`src/rtl/scsp_dma_ctrl_pkg.sv`:
```
`default_nettype none
// ----------------------------------------------------------------------------
// scsp_dma_ctrl_pkg : shared widths, DMA state encoding and IRQ bit index
// Rev 1.0
// ----------------------------------------------------------------------------
package scsp_dma_ctrl_pkg;

  localparam int RAM_AW       = 19;
  localparam int REG_AW       = 11;
  localparam int DATA_W       = 16;
  localparam int CNT_W        = 11;
  // SCIPD/MCIPD bit raised by the DMA-end source
  localparam int SCSP_IRQ_DMA = 4;

  typedef enum logic [1:0] {
    DST_IDLE  = 2'd0,
    DST_READ  = 2'd1,
    DST_WRITE = 2'd2,
    DST_DONE  = 2'd3
  } DMAState_t;

endpackage
`default_nettype wire

```
`src/rtl/scsp_dma_ctrl_if.sv`:
```
`default_nettype none
// ----------------------------------------------------------------------------
// scsp_dma_ctrl_if : sound-RAM and register-space request/ready buses
// Rev 1.0
// ----------------------------------------------------------------------------
interface scsp_dma_ctrl_if;
  import scsp_dma_ctrl_pkg::*;

  logic [RAM_AW-1:0] RAM_A;
  logic [DATA_W-1:0] RAM_D;
  logic [DATA_W-1:0] RAM_Q;
  logic              RAM_RD;
  logic              RAM_WE;
  logic              RAM_RDY;

  logic [REG_AW-1:0] REG_A;
  logic [DATA_W-1:0] REG_D;
  logic [DATA_W-1:0] REG_Q;
  logic              REG_RD;
  logic              REG_WE;
  logic              REG_RDY;

  modport master (
    output RAM_A, RAM_D, RAM_RD, RAM_WE,
    output REG_A, REG_D, REG_RD, REG_WE,
    input  RAM_Q, RAM_RDY, REG_Q, REG_RDY
  );

  modport slave (
    input  RAM_A, RAM_D, RAM_RD, RAM_WE,
    input  REG_A, REG_D, REG_RD, REG_WE,
    output RAM_Q, RAM_RDY, REG_Q, REG_RDY
  );

endinterface
`default_nettype wire

```
`src/rtl/scsp_dma_ctrl.sv`:
```
`default_nettype none
// ----------------------------------------------------------------------------
// scsp_dma_ctrl : SCSP sound-RAM <-> register-space DMA sequencer
// Rev 1.0 | optional DMA_ABORT port enabled by SCSP_DMA_ABORT_EN
// ----------------------------------------------------------------------------
module scsp_dma_ctrl
  import scsp_dma_ctrl_pkg::*;
(
  input  wire logic              CLK,
  input  wire logic              RST_N,
  input  wire logic              CE,
  input  wire logic [RAM_AW-1:0] DMEA,
  input  wire logic [REG_AW-1:0] DRGA,
  input  wire logic [CNT_W-1:0]  DTLG,
  input  wire logic              DDIR,
  input  wire logic              DGATE,
  input  wire logic              DEXE_SET,
  output logic                   BUSY,
  output logic                   DONE_IRQ,
`ifdef SCSP_DMA_ABORT_EN
  input  wire logic              DMA_ABORT,
`endif
  scsp_dma_ctrl_if.master        bus
);

  DMAState_t         state_q;
  logic [RAM_AW-1:0] ram_a_q;
  logic [REG_AW-1:0] reg_a_q;
  logic [CNT_W-1:0]  cnt_q;
  logic [DATA_W-1:0] data_q;
  logic              dir_q;
  logic              gate_q;
  logic              zero_q;
  logic              busy_q;
  logic              irq_q;
  logic              ram_rd_q, ram_we_q, reg_rd_q, reg_we_q;

  logic              src_rdy;
  logic              dst_rdy;
  logic [DATA_W-1:0] src_q;
  logic              abort_req;

  // DDIR=0 reads RAM and writes registers; DDIR=1 the reverse
  assign src_rdy = dir_q ? bus.REG_RDY : bus.RAM_RDY;
  assign dst_rdy = dir_q ? bus.RAM_RDY : bus.REG_RDY;
  assign src_q   = dir_q ? bus.REG_Q   : bus.RAM_Q;

`ifdef SCSP_DMA_ABORT_EN
  logic abort_q;
  assign abort_req = DMA_ABORT | abort_q;
`else
  assign abort_req = 1'b0;
`endif

  always_ff @(posedge CLK or negedge RST_N) begin
    if (!RST_N) begin
      state_q  <= DST_IDLE;
      ram_a_q  <= '0;
      reg_a_q  <= '0;
      cnt_q    <= '0;
      data_q   <= '0;
      dir_q    <= 1'b0;
      gate_q   <= 1'b0;
      zero_q   <= 1'b0;
      busy_q   <= 1'b0;
      irq_q    <= 1'b0;
      ram_rd_q <= 1'b0;
      ram_we_q <= 1'b0;
      reg_rd_q <= 1'b0;
      reg_we_q <= 1'b0;
`ifdef SCSP_DMA_ABORT_EN
      abort_q  <= 1'b0;
`endif
    end else if (CE) begin
      irq_q <= 1'b0;
`ifdef SCSP_DMA_ABORT_EN
      // An abort is held until the outstanding access has been acknowledged
      if (state_q == DST_IDLE)
        abort_q <= 1'b0;
      else if (DMA_ABORT && state_q != DST_DONE)
        abort_q <= 1'b1;
`endif
      unique case (state_q)
        DST_IDLE: begin
          if (DEXE_SET) begin
            ram_a_q <= DMEA;
            reg_a_q <= DRGA;
            cnt_q   <= DTLG;
            dir_q   <= DDIR;
            gate_q  <= DGATE;
            data_q  <= '0;
            busy_q  <= 1'b1;
            if (DTLG == '0) begin
              state_q <= DST_DONE;
              zero_q  <= 1'b1;
            end else if (DGATE) begin
              state_q  <= DST_WRITE;
              ram_we_q <= DDIR;
              reg_we_q <= ~DDIR;
            end else begin
              state_q  <= DST_READ;
              ram_rd_q <= ~DDIR;
              reg_rd_q <= DDIR;
            end
          end
        end

        DST_READ: begin
          if (src_rdy) begin
            data_q   <= src_q;
            ram_rd_q <= 1'b0;
            reg_rd_q <= 1'b0;
            if (abort_req) begin
              state_q <= DST_IDLE;
              busy_q  <= 1'b0;
            end else begin
              state_q  <= DST_WRITE;
              ram_we_q <= dir_q;
              reg_we_q <= ~dir_q;
            end
          end
        end

        DST_WRITE: begin
          if (dst_rdy) begin
            ram_a_q  <= ram_a_q + RAM_AW'(1);
            reg_a_q  <= reg_a_q + REG_AW'(1);
            cnt_q    <= cnt_q - CNT_W'(1);
            ram_we_q <= 1'b0;
            reg_we_q <= 1'b0;
            if (abort_req) begin
              state_q <= DST_IDLE;
              busy_q  <= 1'b0;
            end else if (cnt_q == CNT_W'(1)) begin
              state_q <= DST_DONE;
            end else if (gate_q) begin
              ram_we_q <= dir_q;
              reg_we_q <= ~dir_q;
            end else begin
              state_q  <= DST_READ;
              ram_rd_q <= ~dir_q;
              reg_rd_q <= dir_q;
            end
          end
        end

        DST_DONE: begin
          // A zero-length transfer lingers one extra cycle so BUSY is seen for two
          if (zero_q) begin
            zero_q <= 1'b0;
          end else begin
            state_q <= DST_IDLE;
            busy_q  <= 1'b0;
            irq_q   <= 1'b1;
          end
        end
      endcase
    end
  end

  assign BUSY       = busy_q;
  assign DONE_IRQ   = irq_q;
  assign bus.RAM_A  = ram_a_q;
  assign bus.RAM_D  = data_q;
  assign bus.RAM_RD = ram_rd_q;
  assign bus.RAM_WE = ram_we_q;
  assign bus.REG_A  = reg_a_q;
  assign bus.REG_D  = data_q;
  assign bus.REG_RD = reg_rd_q;
  assign bus.REG_WE = reg_we_q;

endmodule
`default_nettype wire

```
`src/flat_wrapper.sv`:
```
// flat-port wrapper written by rule: the top's interface ports become plain ports
module scsp_dma_ctrl_flat import scsp_dma_ctrl_pkg::*;
  (CLK, RST_N, CE, DMEA, DRGA, DTLG, DDIR, DGATE, DEXE_SET, BUSY, DONE_IRQ, bus_RAM_A, bus_RAM_D, bus_RAM_RD, bus_RAM_WE, bus_REG_A, bus_REG_D, bus_REG_RD, bus_REG_WE, bus_RAM_Q, bus_RAM_RDY, bus_REG_Q, bus_REG_RDY);
  scsp_dma_ctrl_if bus_i ();
  input  wire logic CLK;
  input  wire logic RST_N;
  input  wire logic CE;
  input  wire logic [RAM_AW-1:0] DMEA;
  input  wire logic [REG_AW-1:0] DRGA;
  input  wire logic [CNT_W-1:0] DTLG;
  input  wire logic DDIR;
  input  wire logic DGATE;
  input  wire logic DEXE_SET;
  output logic BUSY;
  output logic DONE_IRQ;
  output wire logic [$bits(bus_i.RAM_A)-1:0] bus_RAM_A;
  output wire logic [$bits(bus_i.RAM_D)-1:0] bus_RAM_D;
  output wire logic [$bits(bus_i.RAM_RD)-1:0] bus_RAM_RD;
  output wire logic [$bits(bus_i.RAM_WE)-1:0] bus_RAM_WE;
  output wire logic [$bits(bus_i.REG_A)-1:0] bus_REG_A;
  output wire logic [$bits(bus_i.REG_D)-1:0] bus_REG_D;
  output wire logic [$bits(bus_i.REG_RD)-1:0] bus_REG_RD;
  output wire logic [$bits(bus_i.REG_WE)-1:0] bus_REG_WE;
  input wire logic [$bits(bus_i.RAM_Q)-1:0] bus_RAM_Q;
  input wire logic [$bits(bus_i.RAM_RDY)-1:0] bus_RAM_RDY;
  input wire logic [$bits(bus_i.REG_Q)-1:0] bus_REG_Q;
  input wire logic [$bits(bus_i.REG_RDY)-1:0] bus_REG_RDY;
  assign bus_RAM_A = bus_i.RAM_A;
  assign bus_RAM_D = bus_i.RAM_D;
  assign bus_RAM_RD = bus_i.RAM_RD;
  assign bus_RAM_WE = bus_i.RAM_WE;
  assign bus_REG_A = bus_i.REG_A;
  assign bus_REG_D = bus_i.REG_D;
  assign bus_REG_RD = bus_i.REG_RD;
  assign bus_REG_WE = bus_i.REG_WE;
  assign bus_i.RAM_Q = bus_RAM_Q;
  assign bus_i.RAM_RDY = bus_RAM_RDY;
  assign bus_i.REG_Q = bus_REG_Q;
  assign bus_i.REG_RDY = bus_REG_RDY;
  scsp_dma_ctrl u_core (.CLK(CLK), .RST_N(RST_N), .CE(CE), .DMEA(DMEA), .DRGA(DRGA), .DTLG(DTLG), .DDIR(DDIR), .DGATE(DGATE), .DEXE_SET(DEXE_SET), .BUSY(BUSY), .DONE_IRQ(DONE_IRQ), .bus(bus_i));
endmodule
```
`config.mk`:
```
export PLATFORM = sky130hd
export DESIGN_NAME = scsp_dma_ctrl_flat
export DESIGN_NICKNAME = d
export VERILOG_FILES = /design/src/rtl/scsp_dma_ctrl_pkg.sv /design/src/rtl/scsp_dma_ctrl_if.sv /design/src/rtl/scsp_dma_ctrl.sv /design/src/flat_wrapper.sv
export SDC_FILE = /design/constraint.sdc
export NUM_CORES = 1
export LEC_CHECK = 0
export BUFFER_PORTS_ARGS = -buffer_cell sky130_fd_sc_hd__buf_2
export CAP_MARGIN = 10
export CORE_MARGIN = 2
export CORE_UTILIZATION = 40
export CTS_CLUSTER_DIAMETER = 120
export CTS_CLUSTER_SIZE = 20
export DETAILED_ROUTE_END_ITERATION = 10
export GPL_TIMING_DRIVEN = 0
export PLACE_DENSITY = 0.66
export SKIP_LAST_GASP = 1
export SLEW_MARGIN = 20
export SYNTH_ARGS = -nofsm -noshare
export SYNTH_HDL_FRONTEND = slang
export SYNTH_SLANG_ARGS = --single-unit
```
`constraint.sdc`:
```
create_clock -name CLK -period 2.7 [get_ports CLK]
set_input_delay 0.405 -clock CLK [delete_from_list [all_inputs] [get_ports CLK]]
set_output_delay 0.405 -clock CLK [all_outputs]
set_load 0.01 [all_outputs]
```
; ---- Word-level counts from Yosys, hierarchy flattened
; Index checks and enable logic that the tools add are counted.
[totals]
mem_count = 0
latch_bits = 0
romBits = 0
elab_cells = 113
ff_bits = 68
output_inout_bits = 68
inputBits = 81
mem_bits_rw = 0
[op_classes]
n_mux = 63
n_div = 0
n_addsub = 3
multipliers = 0
n_shift = 0
magnitude_cmp = 0
n_eq_ne = 15
reduce_logical = 15
bitwise_logic = 3
[op_table]
columns = op, n
row1 = $mux W16, 3
row2 = $mux W11, 4
row3 = $pmux W11 S2, 2
row4 = $mux W19, 2
row5 = $pmux W19 S2, 1
row6 = $mux W1, 35
row7 = $pmux W16 S2, 1
row8 = $add A19 B1 Y19 const B, 1
row9 = $mux W2, 8
row10 = $reduce_and A4 Y1, 4
row11 = $ne A2 B2 Y1 const B, 7
row12 = $pmux W1 S3, 4
row13 = $add A11 B1 Y11 const B, 1
row14 = $eq A11 B1 Y1 const B, 1
row15 = $logic_not A11 Y1, 1
row16 = $sub A11 B1 Y11 const B, 1
row17 = $reduce_and A9 Y1, 1
row18 = $pmux W2 S4, 1
row19 = $reduce_and A7 Y1, 1
row20 = $ne A2 B1 Y1 const B, 3
row21 = $reduce_and A6 Y1, 1
row22 = $reduce_bool A2 Y1, 3
row23 = $eq A2 B2 Y1 const B, 2
row24 = $pmux W1 S2, 2
row25 = other kinds (7), 9

; ---- Logic depth before layout (Yosys ltp)
[logic_depth]
ltp_word = 5
mapped_depth = 10
depth_no_buf = 7

; ---- Worst setup path after synthesis
; No wires, ideal clock.
[synth_path]
path_type = flip-flop to flip-flop
startpoint = reg u_core.state_q[0]
endpoint = reg u_core.ram_a_q[14], in the netlist u_core.bus.RAM_A[14]
n_path_buf = 3
required_ns = 2.571
setup_slack_ns = 0.756
period_less_slack_ns = 1.944
arrival_ns = 1.815
setup_time_ns = 0.129
path_stages_with_launch = 10
path_cell_list = dfrtp_1 inv_1 ha_1 buf_2 or2_1 o2111a_1 buf_2 buf_2 a311oi_1 a21oi_1
[synth_between]
elab_chain_len = 3
elab_cells_between_ends = 7
cone_classes = eq/ne: 3 / mux: 1 / reduce/logical: 3
[synth_rtl]
columns = element, line
row1 = start: declaration, scsp_dma_ctrl.sv:26  ; DMAState_t state_q;
row2 = start signal: assignment, scsp_dma_ctrl.sv:57  ; state_q <= DST_IDLE;
row3 = start signal: assignment, scsp_dma_ctrl.sv:94  ; state_q <= DST_DONE;
row4 = start signal: assignment, scsp_dma_ctrl.sv:97  ; state_q <= DST_WRITE;
row5 = $eq A2 B2 Y1 or $logic_not A2 Y1 (tied branches), scsp_dma_ctrl.sv:83  ; unique case (state_q)
row6 = $ne A2 B1 Y1 (no source line) (tied with other cells), -
row7 = $reduce_and A4 Y1 (no source line), -
row8 = end signal: assignment, scsp_dma_ctrl.sv:126  ; ram_a_q <= ram_a_q + RAM_AW'(1);
row9 = end: declaration, scsp_dma_ctrl.sv:27  ; logic [RAM_AW-1:0] ram_a_q;
; Several ways; a longest one is shown, not always the timed one.
; A chain may end at the register's enable or synchronous reset.

; ---- Worst setup path in the final report
[layout_path]
startpoint = reg u_core.state_q[0]
endpoint = reg u_core.ram_a_q[8], in the netlist u_core.bus.RAM_A[8]
; Same word-level chain as after synthesis.

==> reports/qor.yml <==
syn_avg_cell_area_um2: 8.753
vias_per_cell: 5.443
synth_cells: 478
arrival_ns: 2.68
grtUsageTotal_pct: 21.46
vias: 4235
p_leak_uw: 0.002563
synth_seq_area_share_pct: 40.67
tightest_slew_ns: 0.6763
switchingPower_uw: 2755
top_level_ports: 149
max_cap_viol_count: 0
fin_nets: 729
hp-class: "in2reg"
gp_congestion: 0.8365
pre_cts_ws_ns: 0.3668
max_slew_margin_pct: 54.91
cts-root-buf: "clkbuf_8"
status: "completed"
antenna_left: 0
yosysTopAreaCell: "dfrtp_1"
path_cells: "inv_1 -> ha_1 -> buf_2 -> nand3_1 -> nor2_1 -> buf_2 -> a22oi_1 -> o21ai_1"
portBuffers: 147
synth_area_um2: 4184
cts_resized: 0
wl_um: 12060
dieArea_um2: 11290
synthFlopType: "dfrtp_1"
fmax_mhz: 414.7
clk_pin_slew_worst_paths_ns: 0.08
maxSlewViolCount: 0
drtIter0Drc: 258
final_layout_size_suffix_gt1_share_pct: 34.89
area_growth_pct: 28.29
grt_pass1_wl_um: 19260
slowest_stage: "nor2_1"
cts.sinks: 68
crit_path_end_kind: "flip-flop"
rsz0062_at_grt: "false"
setup-violations-final: 0
rows: 37
path_delay_family: "simple AND/OR/NAND/NOR gates"
cts_tree: "built"
crit_path_start_kind: "flip-flop"
required_ns: 2.97
die_h_um: 106.3
hpwl_um: 9085
fillers: 949
top_usage_layer: "met2"
clk_path_buf_depth: 2
synth_seq_cells: 68
antenna_found_initial: 0
cp_max_fo: 10
routedWlPerCell_um: 15.50
fin_worst_skew_ns: 0.007052
swShare_pct: 43.30
ctsHoldBuffers: 1
cts.htree.levels: 3
slowest_delay_ns: 0.52
use_met2_pct: 35.49
grt_max_degree: 44
internal-power_uw: 3607
finalSetupTns_ns: 0
drc: 0
synth_enable_flop_cells: 0
syn_nets: 569
reg2reg_slack_ns: 0.29
period_needed_ns: 2.411
die_w_um: 106.3
gr-total-overflow: 0
peakVddDrop_uv: 492.3
cts_setup_buffers: 0
initial_core_util_pct: 40.90
setup_ws_ns: 0.2888
grtUsageMet1_pct: 28.34
clock_latency_ns: 0.35
p_comb_share_pct: 50.9
core_um2: 10230
grt_pass1_vias: 3888
dr.pass1.iters: 6
cts_buffers: 9
cpMostUsedCell: "buf_2"
period_share_pct: 89.30
yosysUniqueCellTypes: 52
synth_top_area_share_pct: 40.67
sequentialPowerShare_pct: 32.8
hold_violations: 0
crit_type: "reg2reg"
clockPowerShare_pct: 16.2
power_density_nw_per_um2: 1185
n_antenna_cell: 0
async_flop_share_pct: 100.0
final_util_pct: 52.46
met3_usage_pct: 3.495
synth_area_leaders: "dfrtp_1 (41%), nand2_1 (7.1%), mux2_2 (5.9%), o21ai_0 (5.6%), a21oi_1 (3.6%)"
mostFrequentLayoutCell: "buf_2"
path_buf_inv: 3
final_area_um2: 5368
dpl_cell_area_um2: 5120
layout_common_cells: "buf_2 (158), nand2_1 (79), dfrtp_1 (68)"
yosysWarnings: 0
layer usage:
layer	vias to the layer above	wire, um	share of wire [%]
met5	-	0	0
met4	0	246	2.0
met3	19	951	7.9
met2	193	5622	47
met1	1984	5237	43
li1	2039	-	-
worst paths after layout:
| kind | end | startpoint | cells past startpoint |
|---|---|---|---|
| hold / removal | u_core.bus.RAM_A[3] | DMEA[3] | 3 |
| setup reg to reg | u_core.bus.RAM_A[8] | u_core.state_q[0] | 8 |
| hold reg to reg | u_core.bus.REG_WE | u_core.bus.REG_WE | 1 |
| setup / recovery | u_core.bus.RAM_A[8] | u_core.state_q[0] | 8 |
| max in group asynchronous | u_core.cnt_q[0] | RST_N | 3 |
| min in group asynchronous | u_core.bus.RAM_D[11] | RST_N | 2 |
power by group through the flow:
| stage | registers, uW | logic (uW) | clock network (uW) |
|---|---|---|---|
| 4_1_cts | 2090 | 3250 | 1050 |
| 3_5_place_dp | 2100 | 3240 | 0 |
| 5_1_grt | 2190 | 3630 | 1090 |
| 6_report | 2090 | 3240 | 1030 |
| 3_3_place_gp | 2070 | 3180 | 0 |
| 2_1_floorplan | 2180 | 2000 | 0 |
layout make-up:
| class | instances | area, um^2 | area share (%) |
|---|---|---|---|
| inverter | 12 | 45.04 | 0.8392 |
| timing repair buffer | 149 | 775.7 | 14.45 |
| clock inverter | 5 | 100.1 | 1.865 |
| sequential | 68 | 1702 | 31.70 |
| multi-input combinational | 356 | 2203 | 41.05 |
| tap | 136 | 170.2 | 3.170 |
| clock buffer | 10 | 137.6 | 2.564 |
| buffer | 42 | 234.0 | 4.359 |
cell usage after synthesis (4+ instances only):
| library cell | n |
|---|---|
| nor2_1 | 15 |
| inv_1 | 12 |
| nor3b_1 | 5 |
| a22oi_1 | 14 |
| and3_1 | 5 |
| a21oi_1 | 30 |
| buf_2 | 12 |
| ha_1 | 10 |
| nand2b_1 | 4 |
| o22ai_1 | 19 |
| mux2i_1 | 12 |
| nand2_1 | 79 |
| o21ai_1 | 7 |
| buf_4 | 16 |
| o21ai_0 | 47 |
| nand3_1 | 20 |
| nor4_2 | 4 |
| clkbuf_1 | 12 |
| a31oi_1 | 4 |
| dfrtp_1 | 68 |
| nor3_1 | 14 |
| mux2_2 | 22 |
logic make-up after synthesis:
logic type / count (synthesis) / share of synthesized area [%]
multiplexers: 38 / 9.958
buffers and inverters: 54 / 6.668
AO/OA/AOI/OAI: 142 / 20.45
flip-flops: 68 / 40.67
AND/OR/NAND/NOR: 166 / 19.26
adder cells (fa/ha/maj): 10 / 2.990
metrics by stage:
step | total power (uW) | cells | hold WS [ns]
3_3_place_gp | 5257 | 761 | 0.4687
2_1_floorplan | 4174 | 478 | 0.1094
3_5_place_dp | 5344 | 762 | 0.3438
6_report | 6363 | 778 | 0.2841
5_1_grt | 6906 | 778 | 0.2886
4_1_cts | 6390 | 778 | 0.2768
state kept, by name, summed over array words and instances, names as in the netlist, 2 cells and up:
name              count
u_core.bus.RAM_A     19
u_core.bus.RAM_D     16
u_core.bus.REG_A     11
u_core.state_q        2
u_core.cnt_q         11
worst register-to-register path, delay by kind of cell, from the launching register on:
| family | cells | cell delay [ns] |
|---|---|---|
| AOI/OAI and AO/OA | 2 | 0.18 |
| and+or+nand+nor | 2 | 0.77 |
| buffers and inverters | 3 | 0.71 |
| DFF | 1 | 0.44 |
| adders and majority gates | 1 | 0.24 |
Note: power is estimated with default switching activity, not from simulation.
